--- src/rtl/s3g_link.sv ---
// S3G byte-level packet link: RX parser with CRC-8/Maxim check and
// TX framer that serialises a short payload into an S3G packet.
module s3g_link #(
  parameter int MAX_PAYLOAD = 32
) (
  input  logic       clk,
  input  logic       rst,
  input  logic [7:0] rx_data,
  input  logic       rx_done,
  output logic       rx_packet_valid,
  output logic       rx_crc_error,
  output logic [7:0] rx_len,
  output logic [7:0] rx_buf0,
  output logic [7:0] rx_buf1,
  output logic [7:0] rx_buf2,
  output logic [7:0] rx_buf3,
  input  logic [7:0] payload_len,
  input  logic [7:0] buf0,
  input  logic [7:0] buf1,
  input  logic [7:0] buf2,
  input  logic [7:0] buf3,
  input  logic       packet_wr,
  output logic [7:0] tx_data,
  output logic       tx_wr,
  input  logic       tx_done,
  output logic       tx_busy
);

  localparam logic [7:0] SYNC = 8'hD5;
  localparam int MAXC = (MAX_PAYLOAD > 255) ? 255 : MAX_PAYLOAD;
  localparam logic [7:0] MAX_L = 8'(MAXC);

  typedef enum logic [1:0] {
    RX_IDLE, RX_LEN, RX_PAY, RX_CRC
  } rx_st_e;

  typedef enum logic {
    TX_IDLE, TX_WAIT
  } tx_st_e;

  function automatic logic [7:0] crc8(
    input logic [7:0] c,
    input logic [7:0] b
  );
    logic [7:0] r;
    r = c ^ b;
    for (int i = 0; i < 8; i++) begin
      r = r[0] ? ((r >> 1) ^ 8'h8C) : (r >> 1);
    end
    return r;
  endfunction

  // ---------------- RX ----------------
  rx_st_e          rx_st_q, rx_st_d;
  logic [7:0]      rx_plen_q, rx_plen_d;
  logic [7:0]      rx_idx_q, rx_idx_d;
  logic [7:0]      rx_crc_q, rx_crc_d;
  logic [3:0][7:0] rx_stg_q, rx_stg_d;
  logic [3:0][7:0] rx_buf_q, rx_buf_d;
  logic [7:0]      rx_len_q, rx_len_d;
  logic            rx_vld_q, rx_vld_d;
  logic            rx_err_q, rx_err_d;

  always_comb begin
    rx_st_d   = rx_st_q;
    rx_plen_d = rx_plen_q;
    rx_idx_d  = rx_idx_q;
    rx_crc_d  = rx_crc_q;
    rx_stg_d  = rx_stg_q;
    rx_buf_d  = rx_buf_q;
    rx_len_d  = rx_len_q;
    rx_vld_d  = 1'b0;
    rx_err_d  = 1'b0;
    if (rx_done) begin
      unique case (rx_st_q)
        RX_IDLE: begin
          if (rx_data == SYNC) rx_st_d = RX_LEN;
        end
        RX_LEN: begin
          rx_plen_d = rx_data;
          rx_idx_d  = 8'd0;
          rx_crc_d  = 8'd0;
          rx_stg_d  = '0;
          if (rx_data > MAX_L)       rx_st_d = RX_IDLE;
          else if (rx_data == 8'd0)  rx_st_d = RX_CRC;
          else                       rx_st_d = RX_PAY;
        end
        RX_PAY: begin
          rx_crc_d = crc8(rx_crc_q, rx_data);
          if (rx_idx_q < 8'd4) rx_stg_d[rx_idx_q[1:0]] = rx_data;
          rx_idx_d = rx_idx_q + 8'd1;
          if (rx_idx_d == rx_plen_q) rx_st_d = RX_CRC;
        end
        RX_CRC: begin
          if (rx_data == rx_crc_q) begin
            rx_buf_d = rx_stg_q;
            rx_len_d = rx_plen_q;
            rx_vld_d = 1'b1;
          end else begin
            rx_err_d = 1'b1;
          end
          rx_st_d = RX_IDLE;
        end
        default: rx_st_d = RX_IDLE;
      endcase
    end
  end

  always_ff @(posedge clk or posedge rst) begin
    if (rst) begin
      rx_st_q   <= RX_IDLE;
      rx_plen_q <= '0;
      rx_idx_q  <= '0;
      rx_crc_q  <= '0;
      rx_stg_q  <= '0;
      rx_buf_q  <= '0;
      rx_len_q  <= '0;
      rx_vld_q  <= 1'b0;
      rx_err_q  <= 1'b0;
    end else begin
      rx_st_q   <= rx_st_d;
      rx_plen_q <= rx_plen_d;
      rx_idx_q  <= rx_idx_d;
      rx_crc_q  <= rx_crc_d;
      rx_stg_q  <= rx_stg_d;
      rx_buf_q  <= rx_buf_d;
      rx_len_q  <= rx_len_d;
      rx_vld_q  <= rx_vld_d;
      rx_err_q  <= rx_err_d;
    end
  end

  assign rx_packet_valid = rx_vld_q;
  assign rx_crc_error    = rx_err_q;
  assign rx_len          = rx_len_q;
  assign rx_buf0         = rx_buf_q[0];
  assign rx_buf1         = rx_buf_q[1];
  assign rx_buf2         = rx_buf_q[2];
  assign rx_buf3         = rx_buf_q[3];

  // ---------------- TX ----------------
  // cnt = index of the byte in flight: 0 sync, 1 len, 2..L+1 data, L+2 crc
  tx_st_e          tx_st_q, tx_st_d;
  logic [2:0]      tx_len_q, tx_len_d;
  logic [3:0][7:0] tx_pl_q, tx_pl_d;
  logic [2:0]      tx_cnt_q, tx_cnt_d;
  logic [7:0]      tx_crc_q, tx_crc_d;
  logic [7:0]      tx_data_q, tx_data_d;
  logic            tx_wr_q, tx_wr_d;
  logic            tx_busy_q, tx_busy_d;
  logic [2:0]      tx_pidx;

  always_comb begin
    tx_st_d   = tx_st_q;
    tx_len_d  = tx_len_q;
    tx_pl_d   = tx_pl_q;
    tx_cnt_d  = tx_cnt_q;
    tx_crc_d  = tx_crc_q;
    tx_data_d = tx_data_q;
    tx_wr_d   = 1'b0;
    tx_busy_d = tx_busy_q;
    tx_pidx   = 3'd0;
    unique case (tx_st_q)
      TX_IDLE: begin
        if (packet_wr) begin
          tx_len_d  = (payload_len > 8'd4) ? 3'd4 : payload_len[2:0];
          tx_pl_d   = {buf3, buf2, buf1, buf0};
          tx_cnt_d  = 3'd0;
          tx_crc_d  = 8'd0;
          tx_data_d = SYNC;
          tx_wr_d   = 1'b1;
          tx_busy_d = 1'b1;
          tx_st_d   = TX_WAIT;
        end
      end
      TX_WAIT: begin
        if (tx_done) begin
          if (tx_cnt_q == tx_len_q + 3'd2) begin
            tx_busy_d = 1'b0;
            tx_st_d   = TX_IDLE;
          end else begin
            tx_cnt_d = tx_cnt_q + 3'd1;
            tx_wr_d  = 1'b1;
            tx_pidx  = tx_cnt_d - 3'd2;
            if (tx_cnt_d == 3'd1) begin
              tx_data_d = {5'd0, tx_len_q};
            end else if (tx_cnt_d <= tx_len_q + 3'd1) begin
              tx_data_d = tx_pl_q[tx_pidx[1:0]];
              tx_crc_d  = crc8(tx_crc_q, tx_pl_q[tx_pidx[1:0]]);
            end else begin
              tx_data_d = tx_crc_q;
            end
          end
        end
      end
      default: tx_st_d = TX_IDLE;
    endcase
  end

  always_ff @(posedge clk or posedge rst) begin
    if (rst) begin
      tx_st_q   <= TX_IDLE;
      tx_len_q  <= '0;
      tx_pl_q   <= '0;
      tx_cnt_q  <= '0;
      tx_crc_q  <= '0;
      tx_data_q <= '0;
      tx_wr_q   <= 1'b0;
      tx_busy_q <= 1'b0;
    end else begin
      tx_st_q   <= tx_st_d;
      tx_len_q  <= tx_len_d;
      tx_pl_q   <= tx_pl_d;
      tx_cnt_q  <= tx_cnt_d;
      tx_crc_q  <= tx_crc_d;
      tx_data_q <= tx_data_d;
      tx_wr_q   <= tx_wr_d;
      tx_busy_q <= tx_busy_d;
    end
  end

  assign tx_data = tx_data_q;
  assign tx_wr   = tx_wr_q;
  assign tx_busy = tx_busy_q;

endmodule

--- config.mk ---
export PLATFORM = sky130hd
export DESIGN_NAME = s3g_link
export DESIGN_NICKNAME = d
export VERILOG_FILES = /design/src/rtl/s3g_link.sv
export SDC_FILE = /design/constraint.sdc
export NUM_CORES = 1
export LEC_CHECK = 0
export ABC_AREA = 1
export CORE_MARGIN = 2
export CORE_UTILIZATION = 40
export DETAILED_ROUTE_END_ITERATION = 8
export GPL_TIMING_DRIVEN = 0
export SLEW_MARGIN = 40
export SYNTH_ARGS = -nofsm -noshare
export SYNTH_HDL_FRONTEND = slang
export SYNTH_SLANG_ARGS = --single-unit
--- constraint.sdc ---
create_clock -name clk -period 10 [get_ports clk]
set_input_delay 1 -clock clk [delete_from_list [all_inputs] [get_ports clk]]
set_output_delay 1 -clock clk [all_outputs]
set_load 0.02 [all_outputs]
Word-level counts from Yosys, hierarchy flattened
Cells that the tools add are included.
{"block": "totals", "ff_bits": 157, "inputBits": 53, "output_inout_bits": 52, "wordCells": 150}
{"block": "op_classes", "n_addsub": 5, "magnitude_cmp": 7, "n_eq_ne": 17, "muxes": 63, "n_bitwise": 19, "reduce_logical": 13}
{"operator": "8-bit 2-to-1 mux", "count": 28}
{"operator": "32-bit one-hot mux with 2 select lines", "count": 1}
{"operator": "8-bit one-hot mux with 2 select lines", "count": 4}
{"operator": "2-bit NOT with 3-bit output", "count": 16}
{"operator": "32-bit bitwise mux", "count": 1}
{"operator": "32-bit 2-to-1 mux", "count": 1}
{"operator": "8-bit binary-select mux with 2-bit select", "count": 1}
{"operator": "8-bit demux with 2-bit select", "count": 1}
{"operator": "8-bit equality test", "count": 2}
{"operator": "8-bit XOR", "count": 2}
{"operator": "3-bit AND reduction", "count": 5}
{"operator": "1-bit 2-to-1 mux", "count": 14}
{"operator": "2-bit != test, second input constant", "count": 7}
{"operator": "3-bit 2-to-1 mux", "count": 4}
{"operator": "8-bit by 1-bit adder with 8-bit output, second input constant", "count": 1}
{"operator": "8-bit equality test, second input constant", "count": 1}
{"operator": "8-bit by 3-bit > comparator with 1-bit output, second input constant", "count": 1}
{"operator": "8-bit by 6-bit > comparator with 1-bit output, second input constant", "count": 1}
{"operator": "8-bit logical NOT", "count": 1}
{"operator": "8-bit by 3-bit less-than comparator with 1-bit output, second input constant", "count": 1}
{"operator": "2-bit one-hot mux with 4 select lines", "count": 1}
{"operator": "3-bit by 1-bit adder with 3-bit output, second input constant", "count": 2}
{"operator": "2-bit by 3-bit less-than comparator with 1-bit output, second input constant", "count": 2}
{"operator": "2-bit 2-to-1 mux", "count": 3}
{"operator": "17 further kinds", "count": 23}

Depth between registers and ports, before layout
{"block": "logic_depth", "word_depth": 26, "depth_mapped": 18, "mapped_depth_nobuf": 15}

Least setup slack after synthesis
No wires, ideal clock.
{"block": "synth_path", "path_kind": "in2reg", "startpoint": "input rx_data[7]", "endpoint": "register rx_buf_q, in the netlist rx_buf0[0]", "setup_ps": 127, "arrival_time_ps": 2231, "t_required_ps": 9873, "slack_ps": 7641, "path_stages": 7, "path_buffers": 1, "path_cell_list": "xnor2_1 nand2_1 nor2_1 nand2_1 nor2_4 buf_6 mux2_1"}
{"block": "synth_between", "elab_chain_cells": 2}
{"item": "from (decl)", "line": "8", "text": "input logic [7:0] rx_data,"}
{"item": "8-bit equality test", "line": "95", "text": "if (rx_data == rx_crc_q) begin"}
{"item": "3-bit AND reduction (no source line)"}
{"item": "to (signal assigned)", "line": "126", "text": "rx_buf_q <= rx_buf_d;"}
{"item": "to (decl)", "line": "59", "text": "logic [3:0][7:0] rx_buf_q, rx_buf_d;"}
Every way passes these cells.
A chain may end at the register's enable or synchronous reset.

Worst setup path in the final report
{"block": "layout_path", "startpoint": "input rx_data[1]", "endpoint": "register rx_buf_q, in the netlist rx_buf2[1]"}
The elaborated chain is that of the path after synthesis.

==> impl_results.md <==
- First-pass detailed-route iteration total: 5
- Total number of H-tree levels: 4
- Initial DRC Count: around 360
- Diode count: 0
- Proportion of netlist area held by the largest area contributor: 52.0%
- Capture point of the worst path: rx_buf2[1]$_DFFE_PP0P_
- Clock buffer depth: 2
- Post-synthesis share of cell area spent on and, or, nand and nor gates: approximately 22%
- CP required: slightly above 10 ns
- Maximum vdd drop: around 0.00015 V
- Cell area after layout: ~9500 um2
- Yosys cell types: 38
- Post-DR wirelength/cell: between 15 and 20 um
- Launch point of the critical path: rx_data[1]
- Fraction of the yosys area taken by sequential cells: approximately half
- Relative slew margins: about 52%
- Fraction of final layout cells with drive strength greater than 1: just over 8%
- Remaining DRCs: 0
- Fin crit share: 27.9%
- Mux cell area share after synthesis: under 10%
- CTS buffer count: 17
- Clock slew at reported path FFs: 0.06 ns
- Hold Fails Final Rpt: 0
- Core Util, Final: between 50 and 60%
- Power Dens Cells: 314 nW/um2
- Result of the run: complete, no violations
- Setup Total Neg Slack: 0 ns
- Signed area change from the synthesized netlist to the final layout: 26.1%
- Detail-routed via count per cell: between 4 and 5
- EDFF count, synth: 0
- Number of warnings issued by yosys: 0
- Port-buffer cells: about 100
- Kind of critical path: in -> reg
- Dominant register cell in the synthesized netlist: sky130_fd_sc_hd__dfrtp_1
- Launch instance of the worst register-to-register path: tx_cnt_q[0]$_DFFE_PP0P_
- Mapped Cells: 821
- Placement row count: 50
- Shortest period the worst path allows: ~2.8 ns
- Number of violations of the max-capacitance limit: 0
- Global-route wire length before repair: just over 30000 um
- Worst reg2reg path endpoint: tx_data[5]$_DFFE_PP0P_
- Syn avg cell area: between 9 and 10 um2
- Async S/R FF share, synth: between 90% and 100%
- Number of setup buffers added after CTS: 0
- Vias in the first global route: 5771
- Endpoint type of the worst setup path: flop
- Number of sinks driven by the clock tree: about 160
- Flop and latch count out of synthesis: roughly 160
- Last weighted congestion value of the routability-driven placer: 0.847
- Leakage power figure: roughly 4.6 nW
- Post-Synth XOR/XNOR Area: ~6.3%
- Number of nets in the synthesized netlist: a little under 900
- Worst Max-Slew Pin Slew: between 0.7 and 0.8 ns
- Die width: around 140 um
- Number of cells on the worst reg-to-reg path: 11
- Post-synthesis adder-cell area fraction: approximately 2.5%
- Worst hold-check path type: reg -> reg
- Area of the mapped netlist: 7560 um2
- Critical path fanouts, max: 10
- Num ports: between 100 and 150
- Final Slew Violations: 0
- Full die area: about 20000 um2
- Clock Skews: 0.00710 ns
- NumNets Final: about 1000
- Maximum number of pins on one net before global-route repair: 67
- TritonCTS clock tree: done
- HPWL after DPL: between 10000 and 15000 um
- Total Routing Usage GR: between 10% and 20%
- Overall routed net length: 18800 um
- Post-synthesis cell type with the largest combined area: sky130_fd_sc_hd__dfrtp_1
- DRT antenna net count: 0
- Filler cell count in the final layout: 1716
- Dominant combinational cell family by area after synthesis: simple AND/OR/NAND/NOR gates
- Total vias in the final route: a little under 6000
- Largest cells by area after synthesis: sky130_fd_sc_hd__dfrtp_1 (52%), sky130_fd_sc_hd__nand2_1 (14%), sky130_fd_sc_hd__mux2_1 (6.0%)
- Die Span Y: around 140 um
- Number of instances resized during post-cts repair: 0
- Placed inst area: 8960 um2
- Worst reg2reg setup slack: roughly 7.3 ns
- Standard cell core area: around 19000 um2
- Post-cts hold buffer count: 0
- Leading cell type by number of instances after synthesis: sky130_fd_sc_hd__nand2_1
- RSZ-0062 raised after global routing: false
- Maximum frequency from static timing analysis: 359 MHz
- Clock tree root buffer cell: sky130_fd_sc_hd__clkbuf_16
- Synthesized-area fraction occupied by ao, oa, aoi and oai cells: roughly 7.1%
- Critical path launch point type: input pin
- Top cells by count, synth: sky130_fd_sc_hd__nand2_1 (284), sky130_fd_sc_hd__dfrtp_1 (157), sky130_fd_sc_hd__o21ai_0 (55), sky130_fd_sc_hd__nand3_1 (52), sky130_fd_sc_hd__inv_1 (46)
- Aggregate global routing overflow: 0
- Arrival time at the worst endpoint: 3.09 ns
- Total of endpoints with negative setup slack in the final report: 0
- Antenna violations before repair: 0
- Starting density of the core: 40.6%
- Later-pin clock latency in the skew report: 0.43 ns
==> layout by cell type (no fill, tap or decap), types with 7 or more instances in the layout <==
cell type	count
sky130_fd_sc_hd__o21ai_0	55
sky130_fd_sc_hd__inv_1	45
sky130_fd_sc_hd__o22ai_1	9
sky130_fd_sc_hd__clkbuf_16	17
sky130_fd_sc_hd__nand2_1	284
sky130_fd_sc_hd__nand2_2	13
sky130_fd_sc_hd__o21ai_1	21
sky130_fd_sc_hd__mux2_1	40
sky130_fd_sc_hd__dfrtp_1	157
sky130_fd_sc_hd__xnor2_1	17
sky130_fd_sc_hd__a21oi_1	11
sky130_fd_sc_hd__clkdlybuf4s50_1	104
sky130_fd_sc_hd__nand3_1	52
sky130_fd_sc_hd__ha_1	15
sky130_fd_sc_hd__nor2_1	19
sky130_fd_sc_hd__xor2_1	17
sky130_fd_sc_hd__buf_6	7
sky130_fd_sc_hd__clkbuf_1	10
==> worst min-delay path by stage <==
| stage | to | cells after the start | from | slack, ns |
|---|---|---|---|---|
| 2_1_floorplan | tx_pl_q[23]$_DFFE_PP0P_ | 2 | tx_pl_q[23]$_DFFE_PP0P_ | 0.45 |
| 3_3_place_gp | tx_pl_q[13]$_DFFE_PP0P_ | 2 | tx_pl_q[13]$_DFFE_PP0P_ | 0.46 |
| 3_5_place_dp | tx_pl_q[6]$_DFFE_PP0P_ | 2 | tx_pl_q[6]$_DFFE_PP0P_ | 0.47 |
| 4_1_cts | tx_pl_q[5]$_DFFE_PP0P_ | 2 | tx_pl_q[5]$_DFFE_PP0P_ | 0.48 |
| 5_1_grt | tx_pl_q[5]$_DFFE_PP0P_ | 2 | tx_pl_q[5]$_DFFE_PP0P_ | 0.50 |
| 6_report | tx_pl_q[5]$_DFFE_PP0P_ | 2 | tx_pl_q[5]$_DFFE_PP0P_ | 0.48 |
==> critical path, stage by stage <==
cell	delay, ns
sky130_fd_sc_hd__clkdlybuf4s50_1	0.56
sky130_fd_sc_hd__xnor2_2	0.36
sky130_fd_sc_hd__nand2_1	0.09
sky130_fd_sc_hd__nor2_1	0.15
sky130_fd_sc_hd__nand2_1	0.10
sky130_fd_sc_hd__nor2_4	0.26
sky130_fd_sc_hd__buf_6	0.22
sky130_fd_sc_hd__mux2_1	0.34
==> cells by family after synthesis <==
group | after synthesis
AND/OR/NAND/NOR | 392
flip-flops | 157
AO/OA/AOI/OAI | 102
buffers and inverters | 71
XOR/XNOR | 44
multiplexers | 40
adder cells (fa/ha/maj) | 15
==> report_power, final <==
part	switching, mW	internal [mW]
combinational	0.916	0.541
clock	0.270	0.364
sequential	0.115	0.785
total	1.30	1.69
==> area by class of cell <==
class	instances	area, um2	share of cell area, %
well taps	234	293	3.07
plain buffers	19	128	1.34
multi-input cells	593	3300	34.6
clock inverters	12	113	1.18
flip-flops and latches	157	3930	41.2
repair buffers	106	1100	11.5
clock buffers	20	467	4.89
inverters	52	210	2.20
==> through the flow <==
| step | total power [mW] | instances | setup WS, ns | hold WS [ns] |
|---|---|---|---|---|
| 2_1_floorplan | 1.99 | 821 | 4.77 | 0.449 |
| 3_3_place_gp | 2.33 | 1159 | 2.42 | 0.462 |
| 3_5_place_dp | 2.36 | 1161 | 6.81 | 0.466 |
| 4_1_cts | 3.00 | 1193 | 7.22 | 0.484 |
| 5_1_grt | 3.26 | 1193 | 7.06 | 0.497 |
| 6_report | 2.99 | 1193 | 7.21 | 0.480 |
==> metal layers <==
| layer | share of wire [%] | GRT usage, % |
|---|---|---|
| met1 | 46 | 25.8 |
| met2 | 48 | 32.5 |
| met3 | 3.3 | 4.05 |
| met4 | 2.0 | 6.68 |
| met5 | 0 | 0 |
==> flip-flops by register name, summed over array words and instances, names as in the netlist, 3 cells and up, named ones only <==
signal and cells:
rx_stg_q 32, rx_buf1 8, tx_data 8, rx_len 8
rx_buf3 8, rx_plen_q 8, rx_buf0 8, rx_idx_q 8
tx_pl_q 32, rx_crc_q 8, tx_cnt_q 3, tx_crc_q 8
rx_buf2 8, tx_len_q 3
(Power assumes the default switching activity.)
